--- config.mk ---
export PLATFORM = sky130hd
export DESIGN_NAME = br_resolve_queue_flat
export DESIGN_NICKNAME = d
export VERILOG_FILES = /design/src/rtl/br_resolve_queue_if.sv /design/src/rtl/br_resolve_queue.sv /design/src/flat_wrapper.sv
export SDC_FILE = /design/constraint.sdc
export NUM_CORES = 1
export LEC_CHECK = 0
export ABC_AREA = 1
export ABC_CLOCK_PERIOD_IN_PS = 3400
export BUFFER_PORTS_ARGS = -buffer_cell sky130_fd_sc_hd__buf_2
export CORE_MARGIN = 4
export CORE_UTILIZATION = 45
export CTS_CLUSTER_SIZE = 20
export DETAILED_ROUTE_END_ITERATION = 6
export PLACE_DENSITY = 0.66
export SLEW_MARGIN = 10
export SYNTH_ARGS = -nofsm -noshare
export SYNTH_HDL_FRONTEND = slang
export SYNTH_SLANG_ARGS = --single-unit
--- constraint.sdc ---
create_clock -name clk -period 3.4 [get_ports clk]
set_input_delay 0.17 -clock clk [delete_from_list [all_inputs] [get_ports clk]]
set_output_delay 0.17 -clock clk [all_outputs]
set_load 0.01 [all_outputs]
--- src/rtl/br_resolve_queue_if.sv ---
// ============================================================================
// br_resolve_queue_if
// ----------------------------------------------------------------------------
// Bundles the front-end / execute-stage signals around br_resolve_queue.
//
// Modports
//   slave  : used by the queue itself. It receives predictions and resolutions,
//            and drives the predictor update/repair outputs and status.
//   master : used by the environment (predictor_top glue / testbench).
//
// Signal summary
//   pred_valid/ready/addr/torn/ghr/tag : prediction enqueue handshake
//   res_valid/tag/taken/target         : branch resolution from execute
//   PAs_up_en/PAs_wr_data/up_addr      : registered PAs update
//   gshare_reen/re_GHR/flush           : registered mispredict repair
//   count/res_err                      : occupancy and sticky protocol error
//   stat_commit/stat_mispred           : optional statistics counters
// ============================================================================
interface br_resolve_queue_if #(
    parameter int TAG_W  = 3,
    parameter int GHR_W  = 14,
    parameter int ADDR_W = 32,
    parameter int TGT_W  = 32
);
    // Prediction side
    logic              pred_valid;
    logic              pred_ready;
    logic [ADDR_W-1:0] pred_addr;
    logic              pred_torn;
    logic [GHR_W-1:0]  pred_ghr;
    logic [TAG_W-1:0]  pred_tag;

    // Resolution side
    logic              res_valid;
    logic [TAG_W-1:0]  res_tag;
    logic              res_taken;
    logic [TGT_W-1:0]  res_target;

    // Predictor update / repair
    logic              PAs_up_en;
    logic              PAs_wr_data;
    logic              gshare_reen;
    logic [GHR_W-1:0]  re_GHR;
    logic [TGT_W-1:0]  up_addr;
    logic              flush;

    // Status
    logic [TAG_W:0]    count;
    logic              res_err;
    logic [15:0]       stat_commit;
    logic [15:0]       stat_mispred;

    modport slave (
        input  pred_valid, pred_addr, pred_torn, pred_ghr,
        input  res_valid, res_tag, res_taken, res_target,
        output pred_ready, pred_tag,
        output PAs_up_en, PAs_wr_data, gshare_reen, re_GHR, up_addr, flush,
        output count, res_err, stat_commit, stat_mispred
    );

    modport master (
        output pred_valid, pred_addr, pred_torn, pred_ghr,
        output res_valid, res_tag, res_taken, res_target,
        input  pred_ready, pred_tag,
        input  PAs_up_en, PAs_wr_data, gshare_reen, re_GHR, up_addr, flush,
        input  count, res_err, stat_commit, stat_mispred
    );
endinterface

--- src/rtl/br_resolve_queue.sv ---
// ============================================================================
// br_resolve_queue
// ----------------------------------------------------------------------------
// In-flight branch queue sitting downstream of predictor_top. Each accepted
// prediction {addr, torn, ghr} is stored at the tail; branches retire in order
// from the head when execute resolves them. Retirement drives the PAs update
// one cycle later; a mispredict additionally repairs the GHR, flushes all
// younger entries and holds off new predictions for RECOVER_CYC cycles.
//
// Ports
//   clk    : single rising-edge clock
//   reset  : asynchronous, active-low reset
//   bus    : br_resolve_queue_if.slave (prediction, resolution, update,
//            repair and status signals)
//
// Optional feature
//   BRQ_STATS_EN : when defined, stat_commit / stat_mispred count retired and
//                  mispredicted branches (saturating at 16'hFFFF). When not
//                  defined both read as 16'h0 and no counters are built.
// ============================================================================
module br_resolve_queue #(
    parameter int DEPTH       = 8,
    parameter int TAG_W       = 3,
    parameter int GHR_W       = 14,
    parameter int ADDR_W      = 32,
    parameter int TGT_W       = 32,
    parameter int RECOVER_CYC = 2
) (
    input  logic                clk,
    input  logic                reset,
    br_resolve_queue_if.slave   bus
);

    localparam int RC_W = (RECOVER_CYC > 1) ? $clog2(RECOVER_CYC) : 1;
    localparam logic [RC_W-1:0]  RC_LAST  = RC_W'(RECOVER_CYC - 1);
    localparam logic [TAG_W:0]   FULL_CNT = (TAG_W + 1)'(DEPTH);

    typedef enum logic {
        ST_NORMAL  = 1'b0,
        ST_RECOVER = 1'b1
    } state_t;

    // ------------------------------------------------------------------------
    // State
    // ------------------------------------------------------------------------
    state_t            state_q, state_d;
    logic [RC_W-1:0]   rc_q, rc_d;
    logic [TAG_W-1:0]  head_q, head_d;
    logic [TAG_W-1:0]  tail_q, tail_d;
    logic [TAG_W:0]    count_q, count_d;

    logic              pas_up_en_q, pas_up_en_d;
    logic              pas_wr_data_q, pas_wr_data_d;
    logic              gshare_reen_q, gshare_reen_d;
    logic              flush_q, flush_d;
    logic [GHR_W-1:0]  re_ghr_q, re_ghr_d;
    logic [TGT_W-1:0]  up_addr_q, up_addr_d;
    logic              res_err_q, res_err_d;

    // Entry storage (no reset needed: entries are only read when occupied)
    logic [ADDR_W-1:0] addr_mem [DEPTH];
    logic              torn_mem [DEPTH];
    logic [GHR_W-1:0]  ghr_mem  [DEPTH];

    logic [ADDR_W-1:0] head_addr;
    logic              head_torn;
    logic [GHR_W-1:0]  head_ghr;

    logic              pred_ready;
    logic              enq;
    logic              res_ok;
    logic              res_bad;
    logic              mispred;
    logic              wr_en;
    logic              unused_ok;

    // ------------------------------------------------------------------------
    // Handshake decode
    // ------------------------------------------------------------------------
    // Held low while reset is asserted so the front end never sees a ready
    // queue during reset. No same-cycle retire bypass when full.
    assign pred_ready = reset && (count_q != FULL_CNT) && (state_q == ST_NORMAL);
    assign enq        = bus.pred_valid && pred_ready;

    assign res_ok  = bus.res_valid && (count_q != '0) && (bus.res_tag == head_q)
                     && (state_q == ST_NORMAL);
    // Resolutions arriving during RECOVER are silently dropped, not errors.
    assign res_bad = bus.res_valid && (state_q == ST_NORMAL) && !res_ok;

    assign head_addr = addr_mem[head_q];
    assign head_torn = torn_mem[head_q];
    assign head_ghr  = ghr_mem[head_q];

    assign mispred = res_ok && (bus.res_taken != head_torn);

    // A mispredict in the same cycle wipes the queue, so the enqueue is lost.
    assign wr_en = enq && !mispred;

    // The stored PC and the oldest GHR bit have no consumer inside this block;
    // the PC is kept in the entry for debug visibility.
    assign unused_ok = ^{head_addr, head_ghr[GHR_W-1]};

    // ------------------------------------------------------------------------
    // Entry write
    // ------------------------------------------------------------------------
    always_ff @(posedge clk) begin
        if (wr_en) begin
            addr_mem[tail_q] <= bus.pred_addr;
            torn_mem[tail_q] <= bus.pred_torn;
            ghr_mem[tail_q]  <= bus.pred_ghr;
        end
    end

    // ------------------------------------------------------------------------
    // Next-state and registered-output logic
    // ------------------------------------------------------------------------
    always_comb begin
        state_d       = state_q;
        rc_d          = rc_q;
        head_d        = head_q;
        tail_d        = tail_q;
        count_d       = count_q;
        pas_up_en_d   = 1'b0;
        pas_wr_data_d = pas_wr_data_q;
        gshare_reen_d = 1'b0;
        flush_d       = 1'b0;
        re_ghr_d      = re_ghr_q;
        up_addr_d     = up_addr_q;
        res_err_d     = res_err_q | res_bad;

        case (state_q)
            ST_NORMAL: begin
                if (mispred) begin
                    state_d = ST_RECOVER;
                    rc_d    = '0;
                    head_d  = '0;
                    tail_d  = '0;
                    count_d = '0;
                end else begin
                    // Pointers wrap naturally: DEPTH is a power of two.
                    if (res_ok) head_d = head_q + 1'b1;
                    if (enq)    tail_d = tail_q + 1'b1;
                    count_d = count_q + {{TAG_W{1'b0}}, enq}
                                      - {{TAG_W{1'b0}}, res_ok};
                end
            end
            ST_RECOVER: begin
                if (rc_q == RC_LAST) begin
                    state_d = ST_NORMAL;
                end else begin
                    rc_d = rc_q + 1'b1;
                end
            end
            default: begin
                state_d = ST_NORMAL;
            end
        endcase

        if (res_ok) begin
            pas_up_en_d   = 1'b1;
            pas_wr_data_d = bus.res_taken;
            up_addr_d     = bus.res_target;
        end

        // Repaired history = snapshot used for the prediction, shifted with
        // the actual outcome of this branch.
        if (mispred) begin
            gshare_reen_d = 1'b1;
            flush_d       = 1'b1;
            re_ghr_d      = {head_ghr[GHR_W-2:0], bus.res_taken};
        end
    end

    always_ff @(posedge clk or negedge reset) begin
        if (!reset) begin
            state_q       <= ST_NORMAL;
            rc_q          <= '0;
            head_q        <= '0;
            tail_q        <= '0;
            count_q       <= '0;
            pas_up_en_q   <= 1'b0;
            pas_wr_data_q <= 1'b0;
            gshare_reen_q <= 1'b0;
            flush_q       <= 1'b0;
            re_ghr_q      <= '0;
            up_addr_q     <= '0;
            res_err_q     <= 1'b0;
        end else begin
            state_q       <= state_d;
            rc_q          <= rc_d;
            head_q        <= head_d;
            tail_q        <= tail_d;
            count_q       <= count_d;
            pas_up_en_q   <= pas_up_en_d;
            pas_wr_data_q <= pas_wr_data_d;
            gshare_reen_q <= gshare_reen_d;
            flush_q       <= flush_d;
            re_ghr_q      <= re_ghr_d;
            up_addr_q     <= up_addr_d;
            res_err_q     <= res_err_d;
        end
    end

    // ------------------------------------------------------------------------
    // Optional statistics; they advance on the same edge that raises the
    // registered update outputs.
    // ------------------------------------------------------------------------
`ifdef BRQ_STATS_EN
    logic [15:0] stat_commit_q;
    logic [15:0] stat_mispred_q;

    always_ff @(posedge clk or negedge reset) begin
        if (!reset) begin
            stat_commit_q  <= '0;
            stat_mispred_q <= '0;
        end else begin
            if (res_ok && (stat_commit_q != 16'hFFFF)) begin
                stat_commit_q <= stat_commit_q + 16'd1;
            end
            if (mispred && (stat_mispred_q != 16'hFFFF)) begin
                stat_mispred_q <= stat_mispred_q + 16'd1;
            end
        end
    end

    assign bus.stat_commit  = stat_commit_q;
    assign bus.stat_mispred = stat_mispred_q;
`else
    assign bus.stat_commit  = 16'h0;
    assign bus.stat_mispred = 16'h0;
`endif

    // ------------------------------------------------------------------------
    // Outputs
    // ------------------------------------------------------------------------
    assign bus.pred_ready  = pred_ready;
    assign bus.pred_tag    = tail_q;
    assign bus.PAs_up_en   = pas_up_en_q;
    assign bus.PAs_wr_data = pas_wr_data_q;
    assign bus.gshare_reen = gshare_reen_q;
    assign bus.re_GHR      = re_ghr_q;
    assign bus.up_addr     = up_addr_q;
    assign bus.flush       = flush_q;
    assign bus.count       = count_q;
    assign bus.res_err     = res_err_q;

endmodule

--- src/flat_wrapper.sv ---
// flat-port wrapper written by rule: the top's interface ports become plain ports
module br_resolve_queue_flat 
#(
    parameter int DEPTH       = 8,
    parameter int TAG_W       = 3,
    parameter int GHR_W       = 14,
    parameter int ADDR_W      = 32,
    parameter int TGT_W       = 32,
    parameter int RECOVER_CYC = 2
)
  (clk, reset, bus_pred_valid, bus_pred_addr, bus_pred_torn, bus_pred_ghr, bus_res_valid, bus_res_tag, bus_res_taken, bus_res_target, bus_pred_ready, bus_pred_tag, bus_PAs_up_en, bus_PAs_wr_data, bus_gshare_reen, bus_re_GHR, bus_up_addr, bus_flush, bus_count, bus_res_err, bus_stat_commit, bus_stat_mispred);
  br_resolve_queue_if #(.TAG_W(TAG_W), .GHR_W(GHR_W), .ADDR_W(ADDR_W), .TGT_W(TGT_W)) bus_i ();
  input  logic clk;
  input  logic reset;
  input wire logic [$bits(bus_i.pred_valid)-1:0] bus_pred_valid;
  input wire logic [$bits(bus_i.pred_addr)-1:0] bus_pred_addr;
  input wire logic [$bits(bus_i.pred_torn)-1:0] bus_pred_torn;
  input wire logic [$bits(bus_i.pred_ghr)-1:0] bus_pred_ghr;
  input wire logic [$bits(bus_i.res_valid)-1:0] bus_res_valid;
  input wire logic [$bits(bus_i.res_tag)-1:0] bus_res_tag;
  input wire logic [$bits(bus_i.res_taken)-1:0] bus_res_taken;
  input wire logic [$bits(bus_i.res_target)-1:0] bus_res_target;
  output wire logic [$bits(bus_i.pred_ready)-1:0] bus_pred_ready;
  output wire logic [$bits(bus_i.pred_tag)-1:0] bus_pred_tag;
  output wire logic [$bits(bus_i.PAs_up_en)-1:0] bus_PAs_up_en;
  output wire logic [$bits(bus_i.PAs_wr_data)-1:0] bus_PAs_wr_data;
  output wire logic [$bits(bus_i.gshare_reen)-1:0] bus_gshare_reen;
  output wire logic [$bits(bus_i.re_GHR)-1:0] bus_re_GHR;
  output wire logic [$bits(bus_i.up_addr)-1:0] bus_up_addr;
  output wire logic [$bits(bus_i.flush)-1:0] bus_flush;
  output wire logic [$bits(bus_i.count)-1:0] bus_count;
  output wire logic [$bits(bus_i.res_err)-1:0] bus_res_err;
  output wire logic [$bits(bus_i.stat_commit)-1:0] bus_stat_commit;
  output wire logic [$bits(bus_i.stat_mispred)-1:0] bus_stat_mispred;
  assign bus_i.pred_valid = bus_pred_valid;
  assign bus_i.pred_addr = bus_pred_addr;
  assign bus_i.pred_torn = bus_pred_torn;
  assign bus_i.pred_ghr = bus_pred_ghr;
  assign bus_i.res_valid = bus_res_valid;
  assign bus_i.res_tag = bus_res_tag;
  assign bus_i.res_taken = bus_res_taken;
  assign bus_i.res_target = bus_res_target;
  assign bus_pred_ready = bus_i.pred_ready;
  assign bus_pred_tag = bus_i.pred_tag;
  assign bus_PAs_up_en = bus_i.PAs_up_en;
  assign bus_PAs_wr_data = bus_i.PAs_wr_data;
  assign bus_gshare_reen = bus_i.gshare_reen;
  assign bus_re_GHR = bus_i.re_GHR;
  assign bus_up_addr = bus_i.up_addr;
  assign bus_flush = bus_i.flush;
  assign bus_count = bus_i.count;
  assign bus_res_err = bus_i.res_err;
  assign bus_stat_commit = bus_i.stat_commit;
  assign bus_stat_mispred = bus_i.stat_mispred;
  br_resolve_queue #(.DEPTH(DEPTH), .TAG_W(TAG_W), .GHR_W(GHR_W), .ADDR_W(ADDR_W), .TGT_W(TGT_W), .RECOVER_CYC(RECOVER_CYC)) u_core (.clk(clk), .reset(reset), .bus(bus_i));
endmodule
# ---- Yosys cells after proc, flatten, opt, wreduce, memory -nomap -nowiden
# Memory sizes are Yosys's and may differ from the RTL's. A register that Yosys moved wholly into a read port is not among the register bits.
# Index checks and enable logic that the tools add are counted.
dict set report word_totals {
  regBits 62
  ramBits 120
  input_bits 87
  word_cells 56
  mem_count 2
}
# memory words word_bits rd rd_clocked_by_memory_dff wr line_no
set mem_list {}
lappend mem_list {u_core.ghr_mem 8 14 1 1 1 br_resolve_queue.sv:63} ;# logic [GHR_W-1:0] ghr_mem [DEPTH];
lappend mem_list {u_core.torn_mem 8 1 1 0 1 br_resolve_queue.sv:62} ;# logic torn_mem [DEPTH];
dict set report op_classes {
  add_sub_neg 5
  eq_ne 4
  muxes 14
  bitwise_logic 2
  n_reduce_logical 18
}
# op n
set op_table {}
lappend op_table {{two-way mux 3 bit} 4}
lappend op_table {{logical AND 1 bit} 10}
lappend op_table {{two-way mux 1 bit} 7}
lappend op_table {{adder 3 x 1 -> 3 bit, second input constant} 2}
lappend op_table {{adder 4 x 1 -> 4 bit} 1}
lappend op_table {{two-way mux 4 bit} 1}
lappend op_table {{!= test 4 bit, second input constant} 1}
lappend op_table {{case mux 1 bit (2 select lines)} 2}
lappend op_table {{AND reduction 2 bit} 2}
lappend op_table {{nonzero test 2 bit} 2}
lappend op_table {{nonzero test 4 bit} 1}
lappend op_table {{subtractor 4 x 1 -> 4 bit} 1}
lappend op_table {{equality test 3 bit} 1}
lappend op_table {{zero test 1 bit} 3}
lappend op_table {{!= test 2 x 1 -> 1 bit, second input constant} 1}
lappend op_table {{adder 1 bit, second input constant} 1}
lappend op_table {{!= test 1 bit} 1}
lappend op_table {{NOT 1 bit} 1}
lappend op_table {{bitwise OR 1 bit} 1}

# ---- Logic depth before layout (Yosys ltp)
# Gate-level depths: netlist (run 1).
dict set report logic_depth {
  ltp_word 9
  ltp_mapped 15
}

# ---- Least setup slack after synthesis (run 1)
# OpenSTA, ideal clock, no wires.
dict set report synth_path {
  path_type {reg-to-reg}
  from {reg u_core.count_q[2], in the netlist u_core.bus.count[2]}
  to {reg u_core.count_q[2], in the netlist u_core.bus.count[2]}
  t_arrival_ps 2361
  required_ps 3283
  setup_slack_ps 922
  stages_incl_launch_ff 15
  path_buffers 1
  cell_sequence {dfrtp_1 inv_1 ha_1 nor3b_1 nor2_1 nand2_1 inv_2 buf_2 ha_1 inv_1 ha_1 fa_1 xor2_1 nand3_1 nand2_1}
}
dict set report synth_via {
  elab_chain_cells 7
}
# element line_no
set synth_lines {}
lappend synth_lines {{start, declared} br_resolve_queue.sv:50} ;# logic [TAG_W:0] count_q, count_d;
lappend synth_lines {{start signal, assigned} br_resolve_queue.sv:193} ;# count_q <= count_d;
lappend synth_lines {{!= test 4 bit} br_resolve_queue.sv:82} ;# assign pred_ready = reset && (count_q != FULL_CNT) && (state_q == ST_NORMAL);
lappend synth_lines {{logical AND 1 bit (2 in a row)} br_resolve_queue.sv:82}
lappend synth_lines {{logical AND 1 bit} br_resolve_queue.sv:83} ;# assign enq = bus.pred_valid && pred_ready;
lappend synth_lines {{adder 4 x 1 -> 4 bit} br_resolve_queue.sv:143} ;# count_d = count_q + {{TAG_W{1'b0}}, enq}
lappend synth_lines {{subtractor 4 x 1 -> 4 bit} br_resolve_queue.sv:144} ;# - {{TAG_W{1'b0}}, res_ok};
lappend synth_lines {{two-way mux 4 bit *} br_resolve_queue.sv:133} ;# if (mispred) begin
# Mark *: on every way between the ends. The rest lies on a longest branch, timed or not.
# A chain may end at the register's enable or synchronous reset.

# ---- Final worst setup path (run 1)
dict set report layout_path {
  from {reg u_core.head_q[0]}
  to {reg u_core.count_q[2], in the netlist u_core.bus.count[2]}
}
dict set report layout_via {
  elab_chain_cells 5
}
# element line_no
set layout_lines {}
lappend layout_lines {{start, declared} br_resolve_queue.sv:48} ;# logic [TAG_W-1:0] head_q, head_d;
lappend layout_lines {{start signal, assigned} br_resolve_queue.sv:178} ;# head_q <= '0;
lappend layout_lines {{start signal, assigned} br_resolve_queue.sv:191} ;# head_q <= head_d;
lappend layout_lines {{equality test 3 bit} br_resolve_queue.sv:85} ;# assign res_ok = bus.res_valid && (count_q != '0) && (bus.res_tag == head_q)
lappend layout_lines {{logical AND 1 bit} br_resolve_queue.sv:85}
lappend layout_lines {{logical AND 1 bit} br_resolve_queue.sv:86} ;# && (state_q == ST_NORMAL);
lappend layout_lines {{subtractor 4 x 1 -> 4 bit or logical AND 1 bit (tied branches)} {br_resolve_queue.sv:144, br_resolve_queue.sv:94}}
lappend layout_lines {{two-way mux 4 bit *} br_resolve_queue.sv:133}
# Marked as above.

==> results of run 1 <==
-- cell usage in the layout, fill, tap and decap left out, types with 14 or more instances in the layout --
master,n
o21ai_0,53
dfrtp_1,62
buf_2,112
nor2_1,66
clkbuf_16,17
conb_1,32
o21ai_2,14
edfxtp_1,112
nand3_1,23
dlygate4sd3_1,33
o221ai_1,26
buf_4,18
inv_1,23
nand2_1,168
-- per-layer routing --
layer | vias to the layer above | GRT usage (%)
li1 | 2413 | -
met1 | 2421 | 24.0
met2 | 247 | 30.7
met3 | 34 | 5.20
met4 | 6 | 5.99
met5 | - | 0
-- synthesized netlist by cell type --
master      n  area (um^2)
a21o_1      1         7.51
a21oi_1     1         5.00
a31oi_1     1         6.26
buf_1       1         3.75
buf_2      11         55.1
buf_4      34          255
buf_6       5         56.3
clkbuf_1   14         52.6
conb_1      1         3.75
dfrtp_1    62         1550
edfxtp_1  112         3360
fa_1        1         20.0
ha_1        8          100
inv_1      23         86.3
inv_2       7         26.3
nand2_1   168          631
nand2_2     1         6.26
nand3_1    23          115
nand3_4     1         17.5
nor2_1     66          248
nor3b_1     1         7.51
o21ai_0    53          265
o21ai_2    14          123
o221ai_1   26          228
or2_2       2         12.5
xnor2_1     1         8.76
xor2_1      4         35.0
-- cell families after synthesis --
group           after synthesis
buf+inv                      95
fa+ha+maj                     9
simple gates                262
compound gates               96
other cells                   1
xor+xnor                      5
flops                       174
-- worst max-delay path, delay by kind of cell (launching register included) --
kind | cells | cell delay [ps]
adders and majority gates | 3 | 860
buffers and inverters | 3 | 590
and+or+nand+nor | 6 | 470
DFF | 1 | 360
xor gates and xnor gates | 1 | 170
-- what timing repair did --
item,in CTS,in global routing
hold buffers,33,0
endpoints found under the hold margin,94,0
setup buffers,0,0
-- registers in the layout, indices dropped and copies added, names as in the netlist, 3 cells and up --
name / flops
u_core.bus.count: 4
u_core.bus.pred_tag: 3
u_core.bus.re_GHR: 14
u_core.bus.up_addr: 32
u_core.ghr_mem: 104
u_core.head_q: 3
u_core.torn_mem: 8
-- per-stage QoR --
stage / worst slack, ps / utilization, % / power, W
final: 826 / 55.6 / 0.00714
after global routing: 656 / 55.6 / 0.00763
after CTS: 808 / 55.6 / 0.00719
after detailed placement: 818 / 50.0 / 0.00536
after global placement: 883 / 50.0 / 0.00524
after floorplan: 922 / - / 0.00452
-- where the power goes --
part | internal (W) | leakage (nW) | total, W | switching (W)
Combinational | 0.000858 | 1.85 | 0.00244 | 0.00159
Clock | 0.00104 | 0.270 | 0.00180 | 0.000755
Sequential | 0.00267 | 1.79 | 0.00290 | 0.000223
Total | 0.00457 | 3.91 | 0.00714 | 0.00257
-- layout make-up --
type,count,area (um^2),area share (%)
well taps,216,270,3.06
multi-input cells,404,1960,22.1
inverters,30,113,1.27
clock inverters,10,90.1,1.02
repair buffers,163,1030,11.6
flip-flops and latches,174,4910,55.6
clock buffers,22,464,5.25
-- worst min path at each step --
stage / start / to / slack (ps) / cells after the start
3_5_place_dp: bus_res_target[19] / u_core.bus.up_addr[19] / 370 / 3
4_1_cts: bus_pred_ghr[8] / u_core.ghr_mem[3][8] / 0.2 / 1
5_1_grt: bus_pred_ghr[6] / u_core.ghr_mem[7][6] / 8 / 1
2_1_floorplan: reset / u_core.bus.PAs_up_en / -130 / 0
6_report: bus_pred_ghr[6] / u_core.ghr_mem[7][6] / 10 / 1
3_3_place_gp: bus_res_target[14] / u_core.bus.up_addr[14] / 370 / 3
==> key figures, run 1 <==
Finish
  • Finished Layout Cells: 1,019
  • Layout cells sized above 1: 22.7%
  • Fillers: 1,256
  • Post-Layout Inst Area: 8830 um^2
  • Area growth, synth to finish: 21.2%
  • Diode count: 0
  • Final nets: 886

Drt
  • Drt wl/cell: 16.6 um
  • Metal2 WL: 8100 um
  • Via density per instance: 5.03
  • Detail Route met3 WL: 1490 um
  • Metal-1 WL: 6960 um
  • Initial DRC count: 339
  • DRT antenna net count: 0
  • Max layer used: met5
  • Residual DRC: 0
  • DR pass1 iterations: 5
  • Via count: 5,121
  • Aggregate routed wire length: 16,900 um

Synth
  • Largest family of logic cells by synthesized area: simple AND/OR/NAND/NOR gates
  • Number of distinct library cells after synthesis: 27
  • Synth warn: 0
  • Mux share of post-synthesis cell area: 0%
  • Synthesis-stage register bit count: approximately 170
  • Post-Synth Simple-Gate Area: 14.2%
  • Xor/xnor share of the synthesized area: 0.601%
  • Synthesized instance count: 642
  • Post-synthesis adder-cell area fraction: 1.65%
  • Compound-gate portion of the synthesized area: under 10%
  • Syn Area/Cell: 11.4 um^2
  • Netlist Area Pre-Place: 7290 um^2
  • Seq/Total Area, Yosys: 67.4%

STA
  • Final min period: roughly 2600 ps
  • Max Clk Rate: 0.389 GHz
  • Period utilization: 75.7%
  • Max-slew violations: 0
  • Hold WS: 14.1 ps
  • Worst clock skew: 7.53 ps
  • Hold Vio Cnt, Final: 0
  • Worst-Margin Slew: 769 ps
  • Setup TNS: 0 ps
  • Final setup fails: 0
  • Unrepaired setup endpoints after global routing: false
  • Slew headroom: 48.7%

Floorplanning
  • Die width: 135 um
  • Core Area: 15,900 um^2
  • Initial Util: 45.9%
  • Die height: 135 um
  • # rows: 46
  • # IOs: between 150 and 200
  • Die area: 18,300 um^2

Power and ir drop
  • Leakage: 3.91 nW
  • Max VDD drop: 0.405 mV
  • Cell area power density: 808 nW/um^2

GRT
  • Vias in the first global route: 4,973
  • Largest net degree at the start of global routing: 63
  • Initial antenna violation count: 3
  • Global-route wire length before repair: roughly 26,000 um
  • Total track usage: between 10% and 20%
  • Total gr overflow: 0

Place
  • DP HPWL: 10,300 um
  • Post-DP Area: about 7900 um^2
  • Placed cell count: 954
  • GP Congestion: around 0.77
  • Number of port buffers: about 110

Worst setup path
  • Worst Reg-to-Reg Cells: 13
  • Crit path top cell by count: nand2_1
  • Critical Path AT: 2890 ps
  • CP endpoint kind: register
  • CP required: 3720 ps
  • Reg-to-Reg Start: u_core.head_q[0]
  • Reg-to-reg slack, setup: around 830 ps
  • CP max FO: slightly below 60
  • Crit-path slowest cell: buf_4
  • RR Endpoint: u_core.bus.count[2]
  • Worst setup path endpoint: u_core.bus.count[2]
  • Crit path launch: u_core.head_q[0]
  • Worst path cell trace: buf_4 > nand2_1 > nand3_1 > nor2_1 > nand2_1 > inv_2 > ha_1 > inv_1 > ha_1 > fa_1 > xor2_1 > nand3_1 > nand2_1
  • Crit path launch type: register
  • WS Path Type: reg2reg
  • Crit-path max cell delay: a little over 500 ps

Min path
  • HP Class: in2reg

Clocking
  • CTS Buf Count: 17
  • Clock Tree Buf Depth: 2
  • H-Tree Depth: 4
  • Clk root buf: clkbuf_16
  • TritonCTS clock tree: yes
  • Worst skew pair latency: 420 ps
  • Clock sinks: 174
  • Post_cts resized: 0
  • Clock-pin slew on the worst setup and hold paths: around 60 ps

Run
  • Maxcap violations: 0

Outcome
  • Run status: complete, no violations
Note: power is estimated with default switching activity, not from simulation.
==> run 2, diff against run 1 <==
Settings changed: ABC_AREA 1 to 0, ABC_CLOCK_PERIOD_IN_PS 3400 to 2300, PLACE_DENSITY 0.66 to 0.69.
Clock period 3.4 ns to 2.3 ns, I/O delays scaled along.
==> key figures, run 2 <==
Outcome
  • Run status: finished, violations left
  • Failing checks: negative setup slack

Finish
  • Diode count: 0
  • Largest register FFs: 104
  • Biggest register: u_core.ghr_mem
  • Layout cells sized above 1: 36.9%
  • Final nets: 745
  • Multi-input logic area: between 2000 and 2500 um^2
  • Area growth, synth to finish: 29.5%
  • Register area: around 4900 um^2
  • Post-Layout Inst Area: a little over 9000 um^2
  • Fillers: roughly 1,100
  • Fin util: 60.0%
  • Most frequent cells in the layout: buf_2 (112), edfxtp_1 (112), nand2_1 (111), dfrtp_1 (61), dlygate4sd3_1 (47)

Synth
  • Most frequent cells after synthesis: edfxtp_1 (112), nand2_1 (112), dfrtp_1 (62)
  • Synth warn: 0
  • Syn Area/Cell: 15.4 um^2
  • Synthesized instance count: between 400 and 500
  • Seq/Total Area, Yosys: roughly 70%
  • Synth top area share: 47.2%
  • Area contributors post-synth: edfxtp_1 (47%), dfrtp_1 (22%), mux4_2 (8.8%), nand2_1 (5.9%), buf_4 (3.5%)
  • Post-synth EDFFs: 112
  • Post-synth ARST share: 35.6%
  • Synth area leader: edfxtp_1
  • Number of distinct library cells after synthesis: 35
  • Netlist Area Pre-Place: 7130 um^2
  • Main flop type after synthesis: edfxtp_1
  • Synthesis-stage register bit count: 174

Floorplanning
  • Die area: 17,900 um^2
  • Die height: 134 um
  • # IOs: between 150 and 200
  • Die width: ~130 um
  • Initial Util: 46.4%
  • Core Area: 15,400 um^2
  • # rows: 45

Min path
  • Hold path endpoint: u_core.bus.res_err
  • HP Class: in2reg
  • Beginning of the worst hold path: bus_res_valid
  • Worst Hold Path Cells: 3

STA
  • Final min period: 2330 ps
  • Worst clock skew: 9.78 ps
  • Max Clk Rate: around 0.43 GHz
  • Final worst-path setup slack: -31.4 ps
  • Worst-Margin Slew: 832 ps
  • Slew headroom: 44.5%
  • Final setup fails: 28
  • Setup TNS: -578 ps
  • Max-slew violations: 0
  • Unrepaired setup endpoints after global routing: true
  • Period utilization: 101%
  • Hold Vio Cnt, Final: 0

Worst setup path
  • CP max FO: 14
  • RR Endpoint: u_core.ghr_mem[1][5]
  • Critical Path AT: 2460 ps
  • Worst Reg-to-Reg Cells: 7
  • CP Buf/Inv Count: 2
  • Crit-path max cell delay: 540 ps
  • Reg-to-Reg Start: u_core.head_q[0]
  • Reg-to-reg slack, setup: -30 ps
  • CP required: 2430 ps
  • WS Path Type: reg2reg
  • Crit path launch type: register
  • Crit-path slowest cell: mux4_2
  • Worst path top cell family by delay: multiplexers
  • Worst path cell trace: mux4_2 > mux2i_4 > xnor2_4 > o211ai_1 > buf_4 > nor3_4 > buf_12
  • CP endpoint kind: register

GRT
  • Largest net degree at the start of global routing: 63
  • Total gr overflow: 0
  • Vias in the first global route: 4,437
  • Global-route wire length before repair: 24,400 um
  • Initial antenna violation count: 0
  • Total track usage: 17.9%

Power and ir drop
  • Max VDD drop: 0.833 mV
  • Cell area power density: 1100 nW/um^2
  • Leakage: 3.81 nW

Drt
  • Via count: roughly 4,300
  • DRT antenna net count: 0
  • Initial DRC count: 277
  • Drt wl/cell: 17.7 um
  • Aggregate routed wire length: roughly 15,000 um
  • DR pass1 iterations: 7
  • Via density per instance: around 5.0
  • Residual DRC: 0

Place
  • DP HPWL: 9540 um
  • DP Worst Slack: -83.1 ps
  • Post-DP Area: 8150 um^2
  • Number of port buffers: 112
  • GP Congestion: 0.738

Clocking
  • Clock-pin slew on the worst setup and hold paths: about 60 ps
  • Clk root buf: clkbuf_16
  • CTS Buf Count: 17
  • H-Tree Depth: 4
  • Clock Tree Buf Depth: 2
  • Clock sinks: between 150 and 200
  • TritonCTS clock tree: yes
  • Worst skew pair latency: ~430 ps

Run
  • Maxcap violations: 0
run 2: worst max-delay path by stage:
stage | slack [ps] | to | cells past startpoint | startpoint
2_1_floorplan | -220 | u_core.ghr_mem[2][0] | 7 | u_core.head_q[0]
3_3_place_gp | -20 | u_core.ghr_mem[3][0] | 6 | u_core.head_q[0]
3_5_place_dp | -80 | u_core.ghr_mem[3][0] | 6 | u_core.head_q[0]
4_1_cts | -60 | u_core.ghr_mem[1][5] | 7 | u_core.head_q[0]
5_1_grt | -130 | u_core.ghr_mem[1][6] | 7 | u_core.head_q[0]
6_report | -30 | u_core.ghr_mem[1][5] | 7 | u_core.head_q[0]
run 2: report_power, final:
part / switching [W] / internal (W)
clock network: 0.00112 / 0.00158
registers: 0.000342 / 0.00396
logic: 0.00164 / 0.00154
run 2: stage by stage:
stage	hold WS [ps]	instances	power, W
floorplan	-181	493	0.00638
global placement	307	790	0.00736
detailed placement	313	790	0.00745
CTS	4.81	870	0.0103
global route	22.7	873	0.0108
finish	21.4	873	0.0102
run 2: logic make-up after synthesis:
family                     synth area share (%)
other                                    0.0526
DFF                                        68.9
adders and majority gates                  1.68
AOI/OAI and AO/OA                          1.47
xor gates and xnor gates                   1.09
buffers and inverters                      5.44
and+or+nand+nor                            7.60
muxes                                      13.7
run 2: routing by layer:
metal  GRT usage (%)  vias up  wire length [um]
li1                -     1960                 -
met1            22.5     2177              6400
met2            30.5      178              7810
met3            5.59       16              1140
met4            4.17        0               133
met5               0        -                 0
run 2: final cells by class:
cell class	instances	area share, %
clock buffers	20	4.73
clock inverters	12	1.30
multi-input cells	256	22.6
flip-flops and latches	174	53.3
repair buffers	189	14.8
well taps	211	2.86
inverters	11	0.447
run 2: timing repair:
item,4_1_cts,5_1_grt
pin swaps,1,3
buffers inserted,1,3
hold endpoints to repair,206,0
setup endpoints to repair,58,72
hold buffers,47,0
resized for setup,1,4
run 2: worst reg2reg max path: stages (launching register included):
cell and delay [ps]:
dfrtp_2 410, mux4_2 550, mux2i_4 230, xnor2_4 190
o211ai_1 140, buf_4 170, nor3_4 160, buf_12 190
==> run 3, diff against run 2 <==
Settings changed: MAX_ROUTING_LAYER set to met4.
==> key figures, run 3 (synthesis gave the netlist of run 2 again) <==
Place
  • Number of port buffers: 112
  • DP Worst Slack: -83.1 ps
  • DP HPWL: 9540 um
  • GP Congestion: between 0.7 and 0.8

GRT
  • Global-route wire length before repair: between 20,000 and 25,000 um
  • Vias in the first global route: 4,439
  • Total track usage: 18.4%
  • M2 GR Usage: 30.5%
  • Largest net degree at the start of global routing: 63
  • Global routing usage on met1: 22.6%
  • Routing usage on met3: 5.59%
  • Initial antenna violation count: 0
  • GRT Max-Usage Layer: met2
  • Total gr overflow: 0

Clocking
  • CTS Buf Count: 17
  • Worst skew pair latency: 420 ps
  • Clock-pin slew on the worst setup and hold paths: approximately 60 ps
  • Clock Tree Buf Depth: 2
  • TritonCTS clock tree: yes
  • H-Tree Depth: 4
  • Clk root buf: clkbuf_16
  • Clock sinks: 174

Worst setup path
  • Crit path launch type: register
  • WS Path Type: reg2reg
  • Worst setup path endpoint: u_core.ghr_mem[1][5]
  • Critical Path AT: 2460 ps
  • Worst Reg-to-Reg Cells: 7
  • CP endpoint kind: register
  • CP max FO: 14
  • Crit path launch: u_core.head_q[0]
  • RR Endpoint: u_core.ghr_mem[1][5]
  • CP required: 2430 ps
  • Reg-to-Reg Start: u_core.head_q[0]
  • Reg-to-reg slack, setup: -30 ps

Drt
  • DR pass1 iterations: 4
  • Residual DRC: 0
  • DRT antenna net count: 0
  • Via density per instance: around 5
  • Via count: ~4,300
  • Initial DRC count: between 200 and 250
  • Aggregate routed wire length: between 15,000 and 20,000 um
  • Drt wl/cell: 17.8 um

STA
  • Hold Vio Cnt, Final: 0
  • Final setup fails: 28
  • Unrepaired setup endpoints after global routing: true
  • Period utilization: 101%
  • Hold WS: 27.8 ps
  • Max Clk Rate: 0.429 GHz
  • Worst-Margin Slew: 833 ps
  • Slew headroom: 44.5%
  • Final min period: 2330 ps
  • Max-slew violations: 0
  • Final worst-path setup slack: -30.5 ps
  • Worst clock skew: ~7.3 ps
  • Setup TNS: -554 ps

Floorplanning
  • # rows: 45
  • Die height: 134 um
  • Initial Util: 46.4%
  • Die area: approximately 18,000 um^2
  • Die width: 134 um
  • # IOs: roughly 180
  • Core Area: 15,400 um^2

Finish
  • Biggest register: u_core.ghr_mem
  • Fin util: 60.0%
  • Diode count: 0
  • Area growth, synth to finish: 29.5%
  • Largest register FFs: 104
  • Most frequent cells in the layout: buf_2 (112), edfxtp_1 (112), nand2_1 (111), dfrtp_1 (61), dlygate4sd3_1 (47)
  • Final nets: 745
  • Layout cells sized above 1: between 30 and 40%

Power and ir drop
  • Cell area power density: 1100 nW/um^2
  • Max VDD drop: approximately 0.83 mV
  • Leakage: 3.81 nW

Run
  • Maxcap violations: 0

Outcome
  • Run status: finished, violations left
  • Failing checks: negative setup slack

Min path
  • HP Class: in2reg
## run 3: cell counts in the layout (fill, tap and decap cells not counted)
Identical to the previous run, type by type.
## run 3: power breakdown
group | internal [W] | switching, W | leakage, nW
Sequential | 0.00396 | 0.000344 | 1.78
Combinational | 0.00154 | 0.00164 | 1.77
Clock | 0.00158 | 0.00111 | 0.261
## run 3: what timing repair did
| action | in CTS | in global routing |
|---|---|---|
| setup buffers | 1 | 3 |
| pin swaps | 1 | 3 |
| hold endpoints to repair | 206 | 0 |
| gates cloned | 0 | 0 |
| hold buffers | 47 | 0 |
| endpoints found under the setup margin | 58 | 72 |
| gates resized for setup | 1 | 4 |
## run 3: worst min path at each step
stage / start / cells past startpoint / to / slack [ps]
floorplan: reset / 0 / u_core.bus.PAs_up_en / -180
global placement: bus_res_target[26] / 3 / u_core.bus.up_addr[26] / 310
detailed placement: bus_res_target[29] / 3 / u_core.bus.up_addr[29] / 310
CTS: bus_res_valid / 3 / u_core.bus.res_err / 5
global route: bus_res_valid / 3 / u_core.bus.res_err / 20
finish: bus_res_valid / 3 / u_core.bus.res_err / 30
## run 3: routing by layer
| layer | vias to the layer above | wire, um |
|---|---|---|
| li1 | 1960 | - |
| met1 | 2183 | 6380 |
| met2 | 171 | 7810 |
| met3 | 15 | 1180 |
| met4 | 0 | 135 |
| met5 | - | 0 |
## run 3: through the flow
stage	cell area, um^2	std cells	total power, W
floorplan	7390	493	0.00638
global placement	8150	790	0.00736
detailed placement	8150	790	0.00745
CTS	9190	870	0.0103
global route	9230	873	0.0108
finish	9230	873	0.0102
## run 3: final cells by class
class	instances	area, um^2
fillers	1105	6140
flip-flops and latches	174	4920
multi-input cells	256	2080
repair buffers	189	1370
clock buffers	20	437
well taps	211	264
clock inverters	12	120
inverters	11	41.3
## run 3: worst max-delay path, cell delays in order (launching register included)
cell,delay (ps)
dfrtp_2,410
mux4_2,540
mux2i_4,230
xnor2_4,190
o211ai_1,140
buf_4,170
nor3_4,160
buf_12,190
